--- src/rtl/program_counter.sv ---
// program_counter: fetch-stage PC with IDLE/RUN/DONE run control.
// Build with PC_INSTR_COUNT_EN defined to include the retired-instruction counter;
// without it instr_count is tied to zero.
module program_counter #(
    parameter logic [31:0] START_ADDR = 32'd0
) (
    input  logic        clk,
    input  logic        reset,
    input  logic        start,
    input  logic        halt_req,
    input  logic        stall,
    input  logic        jump_en,
    input  logic        jump_absolute,
    input  logic [31:0] jump_target,
    input  logic [7:0]  jump_offset,
    output logic [31:0] current_pc,
    output logic        running,
    output logic        done,
    output logic [31:0] instr_count
);
    typedef enum logic [1:0] {IDLE, RUN, DONE} state_t;

    state_t      state;
    state_t      state_nxt;
    logic [31:0] pc_nxt;
    logic [31:0] offset_ext;
    logic        advance;
    logic        restart;

    assign offset_ext = {{24{jump_offset[7]}}, jump_offset};
    assign advance    = (state == RUN) && !halt_req && !stall;
    assign restart    = (state != RUN) && start;

    // Run-controller state register.
    always_ff @(posedge clk or posedge reset) begin
        if (reset)
            state <= IDLE;
        else
            state <= state_nxt;
    end

    // Next state: halt ends a run, start (re)launches from IDLE or DONE.
    always_comb begin
        state_nxt = (state == RUN) ? (halt_req ? DONE : RUN) : (start ? RUN : state);
    end

    // Status outputs decode the registered state only.
    always_comb begin
        running = (state == RUN);
        done    = (state == DONE);
    end

    // Next PC: restart load, otherwise jump/branch/increment unless halted or stalled.
    always_comb begin
        pc_nxt = restart ? START_ADDR
               : !advance ? current_pc
               : !jump_en ? current_pc + 32'd1
               : jump_absolute ? jump_target
               : current_pc + offset_ext;
    end

    // PC register feeding the instruction memory.
    always_ff @(posedge clk or posedge reset) begin
        if (reset)
            current_pc <= 32'd0;
        else
            current_pc <= pc_nxt;
    end

`ifdef PC_INSTR_COUNT_EN
    // Retired-instruction counter: counts unstalled RUN edges (halting edge included), saturating.
    always_ff @(posedge clk or posedge reset) begin
        if (reset)
            instr_count <= 32'd0;
        else if (restart)
            instr_count <= 32'd0;
        else if (state == RUN && !stall && instr_count != 32'hFFFF_FFFF)
            instr_count <= instr_count + 32'd1;
    end
`else
    assign instr_count = 32'd0;
`endif
endmodule

--- config.mk ---
export PLATFORM = sky130hd
export DESIGN_NAME = program_counter
export DESIGN_NICKNAME = d
export VERILOG_FILES = /design/src/rtl/program_counter.sv
export SDC_FILE = /design/constraint.sdc
export NUM_CORES = 1
export LEC_CHECK = 0
export CAP_MARGIN = 40
export CORE_ASPECT_RATIO = 1.1
export CORE_MARGIN = 10
export CORE_UTILIZATION = 35
export CTS_BUF_LIST = sky130_fd_sc_hd__clkbuf_4 sky130_fd_sc_hd__clkbuf_8
export CTS_CLUSTER_SIZE = 25
export DETAILED_ROUTE_END_ITERATION = 16
export MAX_ROUTING_LAYER = met4
export PLACE_DENSITY_LB_ADDON = 0.3
export SETUP_SLACK_MARGIN = 0.1
export SLEW_MARGIN = 10
export SYNTH_ARGS = -nofsm -noshare
export SYNTH_HDL_FRONTEND = slang
export SYNTH_SLANG_ARGS = --single-unit
--- constraint.sdc ---
create_clock -name clk -period 7.64 [get_ports clk]
set_clock_uncertainty 0.2 [all_clocks]
set_input_delay 0.764 -clock clk [delete_from_list [all_inputs] [get_ports clk]]
set_output_delay 0.764 -clock clk [all_outputs]
set_load 0.01 [all_outputs]
### Word-level counts from Yosys, hierarchy flattened

Cells that the tools add are included.

* bits of input ports: 47
* register bits after elaboration: 34
* output and inout bits: 66
* logic and storage cells: 21

* add/sub/neg operators: 2
* eq/ne operators: 3
* reduce and logical (&&, ||, !) cells: 7
* mux-type cells: 7

Operators by type and width (count)
* 2-to-1 mux 32 bit: 4
* adder 32 x 1 -> 32 bit (second input constant): 1
* adder 32 bit: 1
* 2-to-1 mux 2 bit: 3
* nonzero test 2 bit: 2
* logical AND 1 bit: 3
* equality test 2 x 1 -> 1 bit (second input constant): 1
* equality test 2 bit (second input constant): 1
* zero test 1 bit: 2
* != test 2 x 1 -> 1 bit (second input constant): 1

### Depth between registers and ports, before layout

Gate-level depths: netlist of the first run.

* depth after elaboration: 5
* gate-level depth with buffers: 12
* mapped depth without buffers: 12

### Worst setup path after synthesis of the first run

OpenSTA, ideal clock, no wires.

* path type: input -> register
* start point: in jump_offset[0]
* end point: reg current_pc[28]
* setup time: 0.124 ns
* required time: 7.316 ns
* path slack: 4.485 ns
* cell stages on the path: 12
* data arrival time: 2.831 ns
* path buffers: 0
* cells stage by stage: ha_1 -> inv_1 -> fa_1 -> nor2b_1 -> o211ai_1 -> a21oi_1 -> a2111oi_2 -> o211a_1 -> a21oi_1 -> xnor2_1 -> a211oi_2 -> a211o_1

* longest elaborated chain between the ends: 5

Ends and longest elaborated chain
* start: declaration: line 15 `input logic [7:0] jump_offset,`
* adder 32 bit: line 59 `: current_pc + offset_ext;`
* 2-to-1 mux 32 bit: line 58 `: jump_absolute ? jump_target`
* 2-to-1 mux 32 bit: line 57 `: !jump_en ? current_pc + 32'd1`
* 2-to-1 mux 32 bit: line 56 `: !advance ? current_pc`
* 2-to-1 mux 32 bit: line 55 `pc_nxt = restart ? START_ADDR`
* end signal: assignment: line 67 `current_pc <= pc_nxt;`
* end: declaration: line 16 `output logic [31:0] current_pc,`

Every way passes these cells. The select of a mux whose other input is x is not followed.
A chain may end at the register's enable or synchronous reset.

### Worst setup path after layout of the first run

* start point: in jump_offset[7]
* end point: reg current_pc[31]

The elaborated chain is that of the path after synthesis.

==> impl_results.md, run 1 <==
* Run status: finished, final reports clean
* Pins Over Slew Limit at 0
* Worst Setup SP: jump_offset[7]
* Maximum clock frequency at 0.260 GHz
* Register area share after synthesis at 19.6%
* CTS Buffer Depth at 2
* Commonest cells after routing, fill and taps aside: clkdlybuf4s50_1, nand2_1, a21oi_1, o21ai_0, nor2_1
* Reg2reg start: current_pc[2]
* Unique masters post-synth at 72
* Top Ports at 113
* DR WL/cell at 18.5 um
* Worst VDD drop at 0.132 mV
* Layout cells sized above 1 at 6.13%
* Pre-CTS setup slack at 3.48 ns
* Grt ovf at 0
* EDFF count, synth at 0
* Largest net degree at the start of global routing at 45
* Core Box Area at 12100 um^2
* Starting Density at 35.9%
* Critical hold path startpoint: state[1]
* Clk sinks at 34
* DRC at 0
* Clock tree root driver cell: clkbuf_8
* Commonest non-fill, non-tap cell in the layout: clkdlybuf4s50_1
* CP Class: input pin to flop
* Post-layout nets at 732
* Final GP Congestion at 0.905
* Width of the chip at 126 um
* Synth area leaders: dfrtp_1, ha_1, a21oi_1
* First-pass GRT wire length at 24.2 mm
* Post-CTS setup repair buffer count at 0
* Yosys top cell by area: dfrtp_1
* Setup_tns at 0 ns
* HPWL Detailed at 11.7 mm
* Clk Latency, worst-skew pair at 0.31 ns
* Yosys top cell area share at 19.6%
* CTS tree: built
* WP data arrival at 3.82 ns
* CTS Hold Bufs at 0
* # port buffers at 80
* Async SR Flop Fraction at 100%
* Max-Cap Viols at 0
* Final setup violation count at 0
* Clk slew on worst S/H paths at 0.07 ns
* Die area at 17200 um^2
* Minimum clock period at 3.85 ns
* Startpoint type of the worst setup path: input pin
* Ant diodes at 0
* Syn Std Cell Area at 4340 um^2
* Cts repair resizes at 0
* Cells after Synth at 580
* H-tree Lvls at 2
* Power density cells at 224 nW/um^2
* GR Util All Layers at 17.4%
* Setup WS post-layout at 3.79 ns
* Vias per cell at 5.67
* Lkg Pwr at 2.34 nW
* Crit share post-route at 50.3%
* Die height at 137 um
* Drt total wl at 14.9 mm
* Total number of vias at 4574
* Hold/Removal Path Class: flop to flop
* DRT iter0 DRCs at 371
* Final hold viol count at 0
* ANT nets after route at 0
* Max-slew headroom at 51.1%
* Initial antenna violation count at 0
* Ys flop type: dfrtp_1
* Row count at 42
* TritonCTS Buffers at 5
* Vias in the first global route at 4620
* Crit-path max FO at 28
* Syn-to-layout area delta at 22.4%
* RSZ-0062 raised after global routing: no
* TritonRoute pass-1 iters at 5
* Worst-margin pin slew at 0.734 ns
* Req. time, crit path at 7.62 ns
* Crit end category: flop
* Register bit total from synthesis at 34
* Synth Warn # at 0
* Syn avg cell area at 7.48 um^2
==> worst max-delay path, stage by stage <==
cell and delay, ns:
clkdlybuf4s50_1 0.46, buf_4 0.32, ha_1 0.39, and4_1 0.29
nand3_1 0.08, nand2b_1 0.16, a21oi_1 0.24, o22ai_1 0.16
o21ai_2 0.27, mux2i_1 0.24, nor4_1 0.07, or3_1 0.36
==> power breakdown <==
part	switching, mW	internal, mW	leakage, nW	total, mW
Sequential	0.0920	0.224	0.459	0.316
Clock	0.0799	0.0766	0.0517	0.156
Combinational	0.385	0.330	1.83	0.715
==> flip-flops by register name, summed over array words and instances (netlist names) <==
register,flops
current_pc,32
state,2
==> layer usage <==
layer	vias up	track usage [%]	part of all wire, %
met5	-	-	0
met4	0	6.08	2.5
met3	32	3.41	5.5
met2	169	29.0	49
met1	2168	20.7	43
li1	2205	-	-
==> final timing paths <==
check,slack [ns],to,cells after the start
worst max register to register,4.37,current_pc[31],9
worst min-delay path,0.34,state[1],1
worst min register to register,0.34,state[1],1
worst max-delay path,3.79,current_pc[31],12
max in group asynchronous,6.23,current_pc[18],3
min in group asynchronous,0.67,current_pc[22],3
==> area by class of cell <==
class | count | area (um^2)
Inverter | 16 | 60.1
Tap cell | 154 | 193
Sequential cell | 34 | 851
Clock buffer | 7 | 90.1
Clock inverter | 1 | 5.00
Fill cell | 1286 | 6780
Timing Repair Buffer | 88 | 891
Multi-Input combinational cell | 507 | 3220
==> synthesized netlist by cell type (10+ instances only) <==
| cell type | instances |
|---|---|
| a21o_1 | 16 |
| a21oi_1 | 61 |
| a22oi_1 | 10 |
| buf_4 | 32 |
| clkbuf_1 | 16 |
| dfrtp_1 | 34 |
| ha_1 | 32 |
| inv_1 | 16 |
| mux2i_1 | 11 |
| nand2_1 | 63 |
| nand3_1 | 13 |
| nor2_1 | 43 |
| nor3_1 | 12 |
| o21ai_0 | 60 |
| xnor2_1 | 14 |
| xor2_1 | 12 |
==> cell families after synthesis <==
family | Yosys count | share of synthesized area [%]
other cells | 1 | 0.0865
flops | 34 | 19.6
simple gates | 193 | 23.1
compound gates | 207 | 29.3
buf+inv | 70 | 8.94
fa+ha+maj | 33 | 9.69
xor+xnor | 27 | 5.63
mux | 15 | 3.58
==> through the flow <==
stage / util, % / area (um^2) / hold WS (ns) / std cells / power, mW
floorplan: - / 4450 / 0.279 / 611 / 0.764
global route: 43.9 / 5310 / 0.373 / 807 / 1.29
global placement: 42.6 / 5150 / 0.305 / 795 / 1.01
detailed placement: 43.1 / 5210 / 0.325 / 799 / 1.03
finish: 43.9 / 5310 / 0.340 / 807 / 1.19
CTS: 43.9 / 5310 / 0.347 / 807 / 1.19
(Power assumes the default switching activity.)
==> inputs of run 2 (changes only) <==
- clock period: 7.64 -> 4.04 ns (I/O delays scaled with it)
==> run 2 against run 1 <==
Effect of this change: worst setup slack worse by 3.3 ns; hold slack worse by 0.015 ns; final area is 0.24% higher; largest cell class unchanged.
==> impl_results.md, run 2 (synthesis gave the netlist of run 1 again) <==
* Run status: finished, final reports clean
* Starting Density at 35.9%
* Post-Place Cells at 799
* Clock power frac at 15.2%
* Commonest cells after routing, fill and taps aside: clkdlybuf4s50_1, nand2_1, a21oi_1
* CTS Buffer Depth at 2
* CTS Hold Bufs at 0
* Setup_tns at 0 ns
* Vias in the first global route at 4536
* Final GP Congestion at 0.923
* Setup WS post-layout at 0.503 ns
* Reg2reg start: current_pc[14]
* Reg-to-reg slack, setup at 0.76 ns
* Crit share post-route at 87.6%
* Clk slew on worst S/H paths at 0.08 ns
* Die height at 137 um
* Sw Share at 45.6%
* WP data arrival at 3.58 ns
* Pins Over Slew Limit at 0
* Worst-margin pin slew at 0.777 ns
* CTS tree: built
* Final hold viol count at 0
* Top flop regs: current_pc (32), state (2)
* DRC at 0
* Power density cells at 429 nW/um^2
* Initial antenna violation count at 0
* R2R Path End: current_pc[31]
* RSZ-0062 raised after global routing: no
* DR WL/cell at 18.5 um
* Combinational Power Share at 58.8%
* DRT iter0 DRCs at 377
* Vias per cell at 5.64
* Fin cells at 807
* Startpoint type of the worst setup path: input pin
* Core Box Area at 12100 um^2
* Lkg Pwr at 2.34 nW
* Drt total wl at 14.9 mm
* Switching Power at 1.04 mW
* Hold/Removal Path Class: input pin to asynchronous set/reset pin
* Crit-path max FO at 28
* Max-Cap Viols at 0
* Top Ports at 113
* Cells on worst reg2reg path at 10
* Minimum clock period at 3.54 ns
* Total number of vias at 4550
* Clock tree root driver cell: clkbuf_8
* Ant diodes at 0
* GR Util All Layers at 17.2%
* Clk Latency, worst-skew pair at 0.30 ns
* Die area at 17200 um^2
* TritonRoute pass-1 iters at 5
* Final Util at 44.0%
* Clk sinks at 34
* Width of the chip at 126 um
* Syn-to-layout area delta at 22.7%
* Crit end category: flop
* Worst Setup SP: jump_offset[7]
* HPWL Detailed at 11.5 mm
* Largest net degree at the start of global routing at 35
* Seq pwr share at 26.0%
* Req. time, crit path at 4.08 ns
* Pre-CTS setup slack at 0.240 ns
* Post-CTS setup repair buffer count at 0
* Final setup violation count at 0
* Max-slew headroom at 48.2%
* Internal power at 1.24 mW
* First-pass GRT wire length at 24.0 mm
* Worst Setup EP: current_pc[31]
* # port buffers at 80
* TritonCTS Buffers at 5
* H-tree Lvls at 2
* Post-layout nets at 732
* Commonest non-fill, non-tap cell in the layout: clkdlybuf4s50_1
* Row count at 42
* Maximum clock frequency at 0.283 GHz
* Grt ovf at 0
* Cts repair resizes at 0
* Max FFs per register at 32
* Worst VDD drop at 0.213 mV
* Layout cells sized above 1 at 5.97%
* CP Class: input pin to flop
* ANT nets after route at 0
* Top reg by flops: current_pc
run 2: power by group through the flow:
stage / Combinational (mW) / Clock (mW) / Sequential (mW)
3_3_place_gp: 1.32 / 0 / 0.594
4_1_cts: 1.34 / 0.355 / 0.591
2_1_floorplan: 0.867 / 0 / 0.578
5_1_grt: 1.50 / 0.371 / 0.612
3_5_place_dp: 1.34 / 0 / 0.596
6_report: 1.34 / 0.347 / 0.594
run 2: metal layers:
layer / global-route usage, % / routed length [um] / vias up
li1: - / - / 2208
met1: 20.8 / 6430 / 2142
met2: 29.1 / 7270 / 170
met3: 2.75 / 839 / 30
met4: 5.00 / 359 / 0
met5: - / 0 / -
run 2: layout make-up:
type                    count  area, um^2
flip-flops and latches     34         851
fillers                  1271        6770
well taps                 154         193
inverters                  16        60.1
clock inverters             1        30.0
clock buffers               7        83.8
repair buffers             88         888
multi-input cells         507        3210
run 2: through the flow:
stage / area, um^2 / power (mW) / hold WS, ns
floorplan: 4450 / 1.45 / 0.279
global placement: 5180 / 1.91 / 0.305
detailed placement: 5210 / 1.93 / 0.314
CTS: 5320 / 2.29 / 0.340
global route: 5320 / 2.48 / 0.379
finish: 5320 / 2.28 / 0.325
run 2: worst min-delay path by stage:
stage,to,slack [ns],cells past startpoint
after global placement,state[1],0.31,1
after global routing,state[1],0.38,1
final,state[0],0.33,3
after detailed placement,state[1],0.31,1
after floorplan,state[1],0.28,1
after CTS,state[0],0.34,3
run 2: worst max-delay path: stages:
cell	delay [ns]
clkdlybuf4s50_1	0.44
buf_12	0.18
ha_1	0.39
a21oi_1	0.11
o21ai_0	0.41
o21ai_0	0.17
a21oi_1	0.26
o22ai_1	0.16
o21ai_2	0.27
mux2_1	0.35
a311oi_1	0.24
or3_1	0.16
==> inputs of run 3 (changes only) <==
- CTS_CLUSTER_DIAMETER: default -> 200
==> results of run 3 <==
Same layout as run 2: the final DEF is identical, and so are final timing and power.
